**src/rtl/cmd_pkg.sv**
```systemverilog
// cmd_pkg: command id width and command id constants shared by the command
// parser, the command queue and the command-consuming units.
package cmd_pkg;

  localparam int CMD_BITS = 8;

  typedef logic [CMD_BITS-1:0] cmd_id_t;

  localparam cmd_id_t CMD_CONFIG_PWM   = cmd_id_t'(2);
  localparam cmd_id_t CMD_SET_PWM      = cmd_id_t'(3);
  localparam cmd_id_t CMD_SCHEDULE_PWM = cmd_id_t'(4);

endpackage

```
**src/rtl/cmd_queue_hdr_fifo.sv**
```systemverilog
// cmd_queue_hdr_fifo: synchronous FIFO of command headers {cmd, nargs, base}.
// The head entry is read combinationally so the queue presents the head
// command in the cycle after its header is pushed.
module cmd_queue_hdr_fifo
  import cmd_pkg::*;
#(
  parameter int DEPTH  = 16,
  parameter int NARG_W = 4,
  parameter int PTR_W  = 7
) (
  input  logic              clk,
  input  logic              rst_n,
  input  logic              push_i,
  input  cmd_id_t           push_cmd_i,
  input  logic [NARG_W-1:0] push_nargs_i,
  input  logic [PTR_W-1:0]  push_base_i,
  input  logic              pop_i,
  output logic              full_o,
  output logic              valid_o,
  output cmd_id_t           head_cmd_o,
  output logic [NARG_W-1:0] head_nargs_o,
  output logic [PTR_W-1:0]  head_base_o
);

  localparam int AW = $clog2(DEPTH);

  typedef logic [AW:0] hptr_t;

  typedef struct packed {
    cmd_id_t           cmd;
    logic [NARG_W-1:0] nargs;
    logic [PTR_W-1:0]  base;
  } hdr_t;

  hdr_t  mem_q [DEPTH];
  hptr_t wr_ptr_q, wr_ptr_d;
  hptr_t rd_ptr_q, rd_ptr_d;
  hdr_t  head;

  // One extra pointer bit separates full from empty.
  assign valid_o = (wr_ptr_q != rd_ptr_q);
  assign full_o  = ((wr_ptr_q - rd_ptr_q) == hptr_t'(DEPTH));

  assign head         = mem_q[rd_ptr_q[AW-1:0]];
  assign head_cmd_o   = head.cmd;
  assign head_nargs_o = head.nargs;
  assign head_base_o  = head.base;

  // Next-state pointers for push and pop.
  always_comb begin
    // NOTE: every output of a combinational block gets a default first, so no path leaves it unassigned and no latch is inferred.
    wr_ptr_d = wr_ptr_q;
    rd_ptr_d = rd_ptr_q;
    if (push_i && !full_o) wr_ptr_d = wr_ptr_q + hptr_t'(1);
    if (pop_i && valid_o)  rd_ptr_d = rd_ptr_q + hptr_t'(1);
  end

  // Pointer registers.
  always_ff @(posedge clk or negedge rst_n) begin
    // NOTE: sequential state uses non-blocking assignments so every register samples pre-edge values regardless of block order.
    if (!rst_n) begin
      wr_ptr_q <= '0;
      rd_ptr_q <= '0;
    end else begin
      wr_ptr_q <= wr_ptr_d;
      rd_ptr_q <= rd_ptr_d;
    end
  end

  // Header storage write.
  // NOTE: the storage array has no reset; pointer reset alone makes its contents invisible, and an unreset array maps onto RAM.
  always_ff @(posedge clk) begin
    if (push_i && !full_o) begin
      mem_q[wr_ptr_q[AW-1:0]] <= '{cmd: push_cmd_i, nargs: push_nargs_i, base: push_base_i};
    end
  end

endmodule

```
**src/rtl/cmd_queue.sv**
```systemverilog
// cmd_queue: buffers decoded host commands (id + argument words) between the
// command parser and the command-consuming units. A command becomes visible
// only once its last argument is stored; argument read is a combinational
// look-ahead so a consumer can take one argument per cycle.
// Optional build macro: CMD_QUEUE_CHECK_EN enables the sticky err output.
module cmd_queue
  import cmd_pkg::*;
#(
  parameter int DEPTH     = 64,
  parameter int HDR_DEPTH = 16,
  parameter int MAX_ARGS  = 8
) (
  input  logic                clk,
  input  logic                rst_n,
  input  logic [31:0]         wr_data,
  input  logic [CMD_BITS-1:0] wr_cmd,
  input  logic                wr_valid,
  input  logic                wr_last,
  output logic                wr_ready,
  output logic [CMD_BITS-1:0] cmd,
  output logic                cmd_ready,
  output logic [31:0]         arg_data,
  input  logic                arg_advance,
  input  logic                cmd_done,
  output logic                err
);

  localparam int AW = $clog2(DEPTH);
  localparam int NW = $clog2(MAX_ARGS + 1);

  typedef logic [AW:0]   ptr_t;
  typedef logic [NW-1:0] narg_t;

  localparam narg_t MAX_N = narg_t'(MAX_ARGS);

  logic [31:0] mem_q [DEPTH];

  // Write side state: storage pointer and the command currently being written.
  ptr_t    wr_ptr_q, wr_ptr_d;
  ptr_t    base_q, base_d;
  narg_t   cnt_q, cnt_d;
  cmd_id_t id_q, id_d;
  logic    open_q, open_d;

  // Read side state.
  ptr_t  rd_ptr_q, rd_ptr_d;
  narg_t idx_q, idx_d;

  logic    word_full, hdr_full, wr_fire, store, hdr_push, hdr_pop;
  narg_t   cnt_cur, push_nargs, nargs_eff;
  cmd_id_t push_cmd;
  ptr_t    push_base;

  logic    head_valid;
  cmd_id_t head_cmd;
  narg_t   head_nargs;
  ptr_t    head_base;

  logic [NW:0]   look;
  logic [AW-1:0] look_addr;

  // Occupancy includes uncommitted words so a long open command stalls the writer.
  assign word_full = ((wr_ptr_q - rd_ptr_q) == ptr_t'(DEPTH));
  assign wr_ready  = rst_n && !word_full && (open_q || !hdr_full);
  assign wr_fire   = wr_valid && wr_ready;
  assign hdr_push  = wr_fire && wr_last;
  assign hdr_pop   = cmd_done && head_valid;

  // Write-side next state: store up to MAX_ARGS words, drop the rest, commit on wr_last.
  always_comb begin
    cnt_cur    = open_q ? cnt_q : '0;
    store      = (cnt_cur < MAX_N);
    push_cmd   = open_q ? id_q : wr_cmd;
    push_base  = open_q ? base_q : wr_ptr_q;
    push_nargs = cnt_cur + narg_t'(store);
    wr_ptr_d   = wr_ptr_q;
    cnt_d      = cnt_q;
    id_d       = id_q;
    base_d     = base_q;
    open_d     = open_q;
    if (wr_fire) begin
      if (store) wr_ptr_d = wr_ptr_q + ptr_t'(1);
      cnt_d  = push_nargs;
      id_d   = push_cmd;
      base_d = push_base;
      open_d = !wr_last;
    end
  end

  // Write-side registers.
  always_ff @(posedge clk or negedge rst_n) begin
    if (!rst_n) begin
      wr_ptr_q <= '0;
      base_q   <= '0;
      cnt_q    <= '0;
      id_q     <= '0;
      open_q   <= 1'b0;
    end else begin
      wr_ptr_q <= wr_ptr_d;
      base_q   <= base_d;
      cnt_q    <= cnt_d;
      id_q     <= id_d;
      open_q   <= open_d;
    end
  end

  // Argument storage write (LUT RAM, combinational read below).
  always_ff @(posedge clk) begin
    if (wr_fire && store) mem_q[wr_ptr_q[AW-1:0]] <= wr_data;
  end

  // The header push on wr_last is what publishes the command to the read side.
  cmd_queue_hdr_fifo #(
    .DEPTH  (HDR_DEPTH),
    .NARG_W (NW),
    .PTR_W  (AW + 1)
  ) u_hdr_fifo (
    .clk          (clk),
    .rst_n        (rst_n),
    .push_i       (hdr_push),
    .push_cmd_i   (push_cmd),
    .push_nargs_i (push_nargs),
    .push_base_i  (push_base),
    .pop_i        (hdr_pop),
    .full_o       (hdr_full),
    .valid_o      (head_valid),
    .head_cmd_o   (head_cmd),
    .head_nargs_o (head_nargs),
    .head_base_o  (head_base)
  );

  // Read-side next state: cmd_done frees the whole head command and wins over advance.
  always_comb begin
    nargs_eff = head_valid ? head_nargs : '0;
    rd_ptr_d  = rd_ptr_q;
    idx_d     = idx_q;
    if (hdr_pop) begin
      rd_ptr_d = head_base + ptr_t'(head_nargs);
      idx_d    = '0;
    end else if (arg_advance && (idx_q < nargs_eff)) begin
      rd_ptr_d = rd_ptr_q + ptr_t'(1);
      idx_d    = idx_q + narg_t'(1);
    end
  end

  // Read-side registers.
  always_ff @(posedge clk or negedge rst_n) begin
    if (!rst_n) begin
      rd_ptr_q <= '0;
      idx_q    <= '0;
    end else begin
      rd_ptr_q <= rd_ptr_d;
      idx_q    <= idx_d;
    end
  end

  // Look-ahead: with arg_advance high the consumer already sees the next argument.
  assign look      = {1'b0, idx_q} + {{NW{1'b0}}, arg_advance};
  assign look_addr = rd_ptr_q[AW-1:0] + AW'(arg_advance);
  assign arg_data  = (look < {1'b0, nargs_eff}) ? mem_q[look_addr] : '0;
  assign cmd       = head_valid ? head_cmd : '0;
  assign cmd_ready = head_valid && !cmd_done;

`ifdef CMD_QUEUE_CHECK_EN
  logic err_q, err_d;

  // Sticky error: over-advance, cmd_done without a head, or a truncated write.
  always_comb begin
    err_d = err_q;
    if ((arg_advance && (idx_q >= nargs_eff)) ||
        (cmd_done && !head_valid) ||
        (wr_fire && !store)) begin
      err_d = 1'b1;
    end
  end

  // Error register, cleared only by reset.
  always_ff @(posedge clk or negedge rst_n) begin
    if (!rst_n) err_q <= 1'b0;
    else        err_q <= err_d;
  end

  assign err = err_q;
`else
  assign err = 1'b0;
`endif

endmodule

```
**config.mk**
```make
export PLATFORM = sky130hd
export DESIGN_NAME = cmd_queue
export DESIGN_NICKNAME = d
export VERILOG_FILES = /design/src/rtl/cmd_pkg.sv /design/src/rtl/cmd_queue_hdr_fifo.sv /design/src/rtl/cmd_queue.sv
export SDC_FILE = /design/constraint.sdc
export NUM_CORES = 2
export LEC_CHECK = 0
export ABC_AREA = 1
export ABC_CLOCK_PERIOD_IN_PS = 9820
export BUFFER_PORTS_ARGS = -buffer_cell sky130_fd_sc_hd__buf_4
export CAP_MARGIN = 0
export CORE_MARGIN = 2
export CORE_UTILIZATION = 55
export CTS_BUF_LIST = sky130_fd_sc_hd__clkbuf_4 sky130_fd_sc_hd__clkbuf_8 sky130_fd_sc_hd__clkbuf_16
export DETAILED_ROUTE_END_ITERATION = 8
export GPL_TIMING_DRIVEN = 0
export PLACE_DENSITY = 0.72
export SKIP_LAST_GASP = 1
export SYNTH_ARGS = -nofsm -noshare
export SYNTH_HDL_FRONTEND = slang
export SYNTH_SLANG_ARGS = --single-unit
```
**constraint.sdc**
```tcl
create_clock -name clk -period 9.82 [get_ports clk]
set_input_delay 1.473 -clock clk [delete_from_list [all_inputs] [get_ports clk]]
set_output_delay 1.473 -clock clk [all_outputs]
set_load 0.01 [all_outputs]
```
### Word-level counts from Yosys, hierarchy flattened

Memories as Yosys holds them, arrays and structs flattened.
Index checks and enable logic that the tools add are counted.

| storage, ports and cells | value |
|---|---|
| bits in registers | 48 |
| latch bits | 0 |
| bits in writable memories | 2352 |
| memory bits (read-only) | 0 |
| input bits | 46 |
| output and inout port bits | 43 |
| logic and storage cells | 59 |
| memories | 2 |

| cells by class | value |
|---|---|
| add/sub/neg operators | 11 |
| $mul | 0 |
| divide/modulo/power cells | 0 |
| $lt $le $gt $ge | 3 |
| equality and inequality tests | 3 |
| shifts and indexed selects | 0 |
| multiplexer cells | 14 |
| bitwise logic cells | 0 |
| reduce and logical (&&, ||, !) cells | 17 |

Memories:

| name | depth | width | rd ports | clocked after memory_dff | wr ports | line | text |
|---|---|---|---|---|---|---|---|
| mem_q | 64 | 32 | 1 | 0 | 1 | cmd_queue.sv:36 | `logic [31:0] mem_q [DEPTH];` |
| u_hdr_fifo.mem_q | 16 | 19 | 1 | 0 | 1 | cmd_queue_hdr_fifo.sv:35 | `hdr_t mem_q [DEPTH];` |

Operators by type and width:

| cell | number |
|---|---|
| two-way mux 32 bit | 1 |
| two-way mux 7 bit | 3 |
| two-way mux 4 bit | 4 |
| two-way mux 8 bit | 2 |
| adder 7 x 1 -> 7 bit, second input constant | 2 |
| adder 5 x 1 -> 5 bit, second input constant | 2 |
| logical AND 1 bit | 10 |
| adder 7 x 4 -> 7 bit | 1 |
| == test 7 bit, second input constant | 1 |
| subtractor 7 bit | 1 |
| adder 6 x 1 -> 6 bit | 1 |
| adder 4 x 1 -> 5 bit | 1 |
| == test 5 bit, second input constant | 1 |
| less-than comparator 5 x 4 -> 1 bit | 1 |
| != test 5 bit | 1 |
| subtractor 5 bit | 1 |
| adder 4 x 1 -> 4 bit | 1 |
| adder 4 x 1 -> 4 bit, second input constant | 1 |
| zero test 1 bit | 4 |
| less-than comparator 4 bit | 1 |
| less-than comparator 4 bit, second input constant | 1 |
| two-way mux 1 bit | 4 |
| AND reduction 2 bit | 1 |
| nonzero test 2 bit | 1 |
| logical OR 1 bit | 1 |

### Longest topological paths before layout

| logic depth | value |
|---|---|
| word-level depth | 10 |
| mapped depth | 20 |
| mapped depth without buffers | 19 |

### By module

From an unflattened synthesis, not the netlist that was laid out.

| second synthesis, totals | value |
|---|---|
| cells, all modules | 8549 |
| area, all modules | 99171.4 um2 |

By module, submodules not included:

| module | times used | cells each | area an instance (um2) | seq. area each (um2) |
|---|---|---|---|---|
| cmd_queue | 1 | 7555 | 86439.2 | 62449.9 |
| cmd_queue_hdr_fifo | 1 | 994 | 12732.2 | 9379.0 |

### Worst setup path after synthesis

Ideal clock, no wire load.

| path | value |
|---|---|
| kind | input-to-output |
| start | input port arg_advance |
| end | output port arg_data[20] |
| arrival | 3.156 ns |
| data required time | 8.347 ns |
| slack | 5.191 ns |
| stages on the path | 12 |
| path through | ha_1 -> ha_1 -> buf_2 -> clkbuf_1 -> clkbuf_1 -> nand3_1 -> nand3_1 -> nand3_1 -> nand3_1 -> nand3_1 -> nand2_1 -> nor2_2 |

| between the ends | value |
|---|---|
| longest elaborated chain between the ends | 3 |

Ends and longest elaborated chain:

| element | line | text |
|---|---|---|
| from (decl) | cmd_queue.sv:23 | `input logic arg_advance,` |
| adder 6 x 1 -> 6 bit / adder 4 x 1 -> 5 bit (equally long branches) | cmd_queue.sv:159, cmd_queue.sv:158 |  |
| memory read (64 x 32 bit) / less-than comparator 5 x 4 -> 1 bit (equally long branches) | n/a |  |
| two-way mux 32 bit (*) | cmd_queue.sv:160 | `assign arg_data = (look < {1'b0, nargs_eff}) ? mem_q[look_addr] : '0;` |
| to (decl) | cmd_queue.sv:22 | `output logic [31:0] arg_data,` |

Every way passes the cells marked *; elsewhere a longest branch is shown, timed or not.

### Worst setup path after layout

| path | value |
|---|---|
| start | input port arg_advance |
| end | output port arg_data[3] |

The elaborated chain is that of the path after synthesis.

==> results.md <==
Place:
- At the end of routability-driven placement, the weighted congestion stood at 1.02.
- During placement, the flow inserted port buffers numbering 87.
- Before CTS, the worst setup slack after placement is 2630 ps.
- Including well taps, the total number of placed cells is 10,600.
- Once detailed placement completed, the half-perimeter wirelength came to 218 mm.

Clock tree:
- The CTS buffer count is 230.
- The H-tree was split into 4 levels.
- The CTS tree is done.
- The buffer levels on the longest clock path is 3.
- Clock-pin slew was measured on the worst setup and hold paths at 60 ps.
- The source-to-sink clock delay at the later pin of the worst-skew pair is 890 ps.
- After clock tree synthesis, the flow added hold-fix buffers numbering 0.
- Gates resized during post-CTS repair numbered 0.
- In this run the post-CTS setup repair buffer count came out at 0.
- The clock net in this run drives a total of 2,400 sinks.
- The buffer cell driving the clock tree root is sky130_fd_sc_hd__clkbuf_16.

Die:
- The die outline area is 180,000 um2.
- The area of the placeable core is 176,000 um2.
- The initialized floorplan defines 154 standard-cell rows.
- 89 I/O pins were placed.
- The die is 424 um tall.
- The die width is 424 um.
- For this configuration, the core starts out at a cell density of 55.3%.

Detailed routing:
- Wires add up to 329 mm.
- The via-per-instance ratio is 6.39.
- The first detailed-routing pass ran for 8 iterations.
- In the routed design, unresolved DRC markers number 0.
- The final route contains 70,100 vias.
- The detailed router finished its first iteration with 13,300 violations.
- The post-detailed-route count of antenna-violating nets is 0.
- After detailed routing, the average wire length per cell comes to 30.0 um.

Global route:
- The first-pass GRT wire length is 460 mm.
- The initial antenna violation count is 25.
- After global routing the overflow that remains totals 0.
- Entering global routing, the biggest net connects 65 pins.
- The global-route usage over all layers is 36.1%.
- The via count of the first global-routing pass is 65,300.

Run:
- Across the run, the number of max-cap violations was 1.

STA:
- Counting I/O delays and the setup requirement, the final critical path takes 7590 ps.
- The total negative slack for setup checks is 0 ps.
- The portion of the clock cycle consumed by the worst path in the final layout is 77.3%.
- The worst-case clock skew is 33.8 ps.
- The number of setup violations in the final report is 0.
- The worst setup slack after layout is 2230 ps.
- Setup repair after global routing left no endpoint under its margin.
- The number of pins with negative max-slew slack in the final report is 11.
- For this run, the top clock speed supported by timing is 0.132 GHz.
- The number of hold-slack violations in the final timing report was 0.
- At the pin with the least slew margin, the transition time is 1590 ps.
- Measured against its own limit, the worst slew margin works out to -5.78%.

Critical path:
- STA puts the critical path data arrival time at 6120 ps.
- Among all stages on the critical path, the largest delay is contributed by sky130_fd_sc_hd__clkbuf_1.
- The cell occurring most often along the worst timing path is sky130_fd_sc_hd__nand3_1.
- Along the worst path, the maximum fanout reaches 10.
- The startpoint of the most critical setup path is arg_advance.
- The worst setup path is of the in -> out kind.
- The required time of the critical path is 8350 ps.
- The dominant delay contributor by cell family on the critical path is buffers and inverters.
- The largest stage delay on the critical path is 1180 ps.
- The endpoint kind of the worst setup timing path is an output pin.
- The critical path buffer and inverter count is 5.
- The launch instance of the worst register-to-register path is u_hdr_fifo.rd_ptr_q[3].
- The type of origin of the critical path is an input port.
- Walking the worst path, the cells encountered are buf_4 -> ha_1 -> ha_1 -> buf_2 -> clkbuf_1 -> buf_1 -> nand3_1 -> nand3_1 -> nand3_1 -> nand3_1 -> nand3_1 -> nand2_1 -> nor2_2 -> buf_4.

Layout:
- The multi-input combinational cell area is 23,300 um2.
- Summing all flip-flop and latch instances after layout gives 71,800 um2.
- The most common library cell in the layout ignoring fill and taps is sky130_fd_sc_hd__edfxtp_1.
- The layout overhead on the synthesized area is 13.6%.
- The post-route netlist has 10.7% of its cells at a drive strength greater than 1.
- For this run, the post-layout net count is 8,523.
- The number of cells in the finished layout apart from fillers is 11,000.
- The count of filler cells inserted in the layout is 13,100.
- The top cell types in the final layout, fill and taps aside, are 2,352 x sky130_fd_sc_hd__edfxtp_1, 2,216 x sky130_fd_sc_hd__nand2_1, 2,013 x sky130_fd_sc_hd__nand3_1.
- For this run, the share of the core covered by cells in the final layout is 62.8%.

Synthesis:
- The share of the synthesized area in the top cell type is 72.7%.
- The cell type with the highest aggregate area in the netlist is sky130_fd_sc_hd__edfxtp_1.
- The number of nets handed over by synthesis was 8,096.
- The flop and latch count out of synthesis is 2,400.
- Summing the sequential cell areas from Yosys gives 73.9% of the chip area.
- The number of warning messages in the yosys log is 0.
- The average cell area after synthesis is 12.1 um2.
- The number of different library cells in the post-synthesis netlist is 41.
- The gate count of the mapped netlist is 8,015.
- The mapped netlist covers 97,200 um2.
- Yosys attributes the largest share of cell area to sky130_fd_sc_hd__edfxtp_1 73%, sky130_fd_sc_hd__nand3_1 10%, sky130_fd_sc_hd__nand2_1 8.6%.

Power:
- For this design the static power due to leakage is 39.0 nW.
- The areal power density over the cells is 340 nW/um2.
- The total power is 0.0376 W.
- VDD sags by at most 0.344 mV.

Outcome:
- The final reports fail on max-capacitance violations, max-slew violations.
- The run finished, with violations left.

Worst hold path:
- In this run the most critical hold path is launched from base_q[0].
- The type of the most critical hold path is reg -> reg.
path summary, 6_finish.rpt:
path	end	slack (ps)	depth (start not counted)
min in group asynchronous	idx_q[1]	640	1
setup / recovery	arg_data[3]	2230	14
hold reg to reg	base_q[0]	490	2
setup reg to reg	mem_q[24][20]	3900	15
hold / removal	base_q[0]	490	2
max in group asynchronous	id_q[3]	8700	1
metrics by stage:
stage               cell area (um2)  hold slack (ps)
floorplan                     97200              449
global placement             101000              464
detailed placement           103000              470
CTS                          110000              486
global route                 110000              523
finish                       110000              488
tightest hold or removal path: cells and delay by family, from the launching register on:
kind             cells  cell delay (ps)
AND/OR/NAND/NOR      2              120
flip-flops           1              340
flip-flops by register name, summed over array words and instances (netlist names):
name,count
u_hdr_fifo.wr_ptr_q,5
cnt_q,4
id_q,8
u_hdr_fifo.mem_q,304
idx_q,4
mem_q,2048
u_hdr_fifo.rd_ptr_q,5
open_q,1
wr_ptr_q,7
base_q,7
rd_ptr_q,7
routing by layer:
| metal | global-route usage [%] | share of wire (%) | wire length (um) | up-vias |
|---|---|---|---|---|
| met5 | 0 | 0.021 | 68 | - |
| met1 | 49.9 | 36 | 118000 | 34000 |
| met4 | 17.0 | 5.5 | 18000 | 6 |
| met3 | 12.9 | 16 | 54100 | 843 |
| li1 | - | - | - | 29600 |
| met2 | 51.3 | 42 | 139000 | 5646 |
Yosys cell counts, drive strengths merged:
library cell and instances:
buf 301, nor2 317, o31ai 1, o21ai 219
or2 2, xnor2 8, clkinv 2, o211ai 15
o22ai 30, edfxtp 2352, nand3b 1, dfrtp 48
o221ai 54, xor2 21, nand3 2013, nand4 10
a21o 1, inv 94, nor3 19, o2111ai 1
ha 34, conb 1, nand2 2226, a31oi 1
nor4 1, clkbuf 225, a21oi 17, fa 1
final cells by class:
| class | instances | share of cell area, % |
|---|---|---|
| Sequential cell | 2400 | 65.1 |
| Multi-Input combinational cell | 4993 | 21.1 |
| Clock buffer | 279 | 5.65 |
| Tap cell | 2340 | 2.65 |
| Timing Repair Buffer | 195 | 2.24 |
| Buffer | 526 | 2.12 |
| Clock inverter | 136 | 0.858 |
| Inverter | 96 | 0.326 |
| Antenna cell | 7 | 0.0159 |
cell families after synthesis:
kind of cell / synth area share (%)
simple gates: 20.5
xor+xnor: 0.277
other cells: 0.00386
buf+inv: 2.77
compound gates: 2.06
flops: 73.9
fa+ha+maj: 0.458
power by group:
group / switching [W] / internal (W) / leakage, nW
combinational: 0.0131 / 0.00412 / 13.6
sequential: 0.000121 / 0.0117 / 21.8
clock: 0.00384 / 0.00476 / 3.60
(Power assumes the default switching activity.)
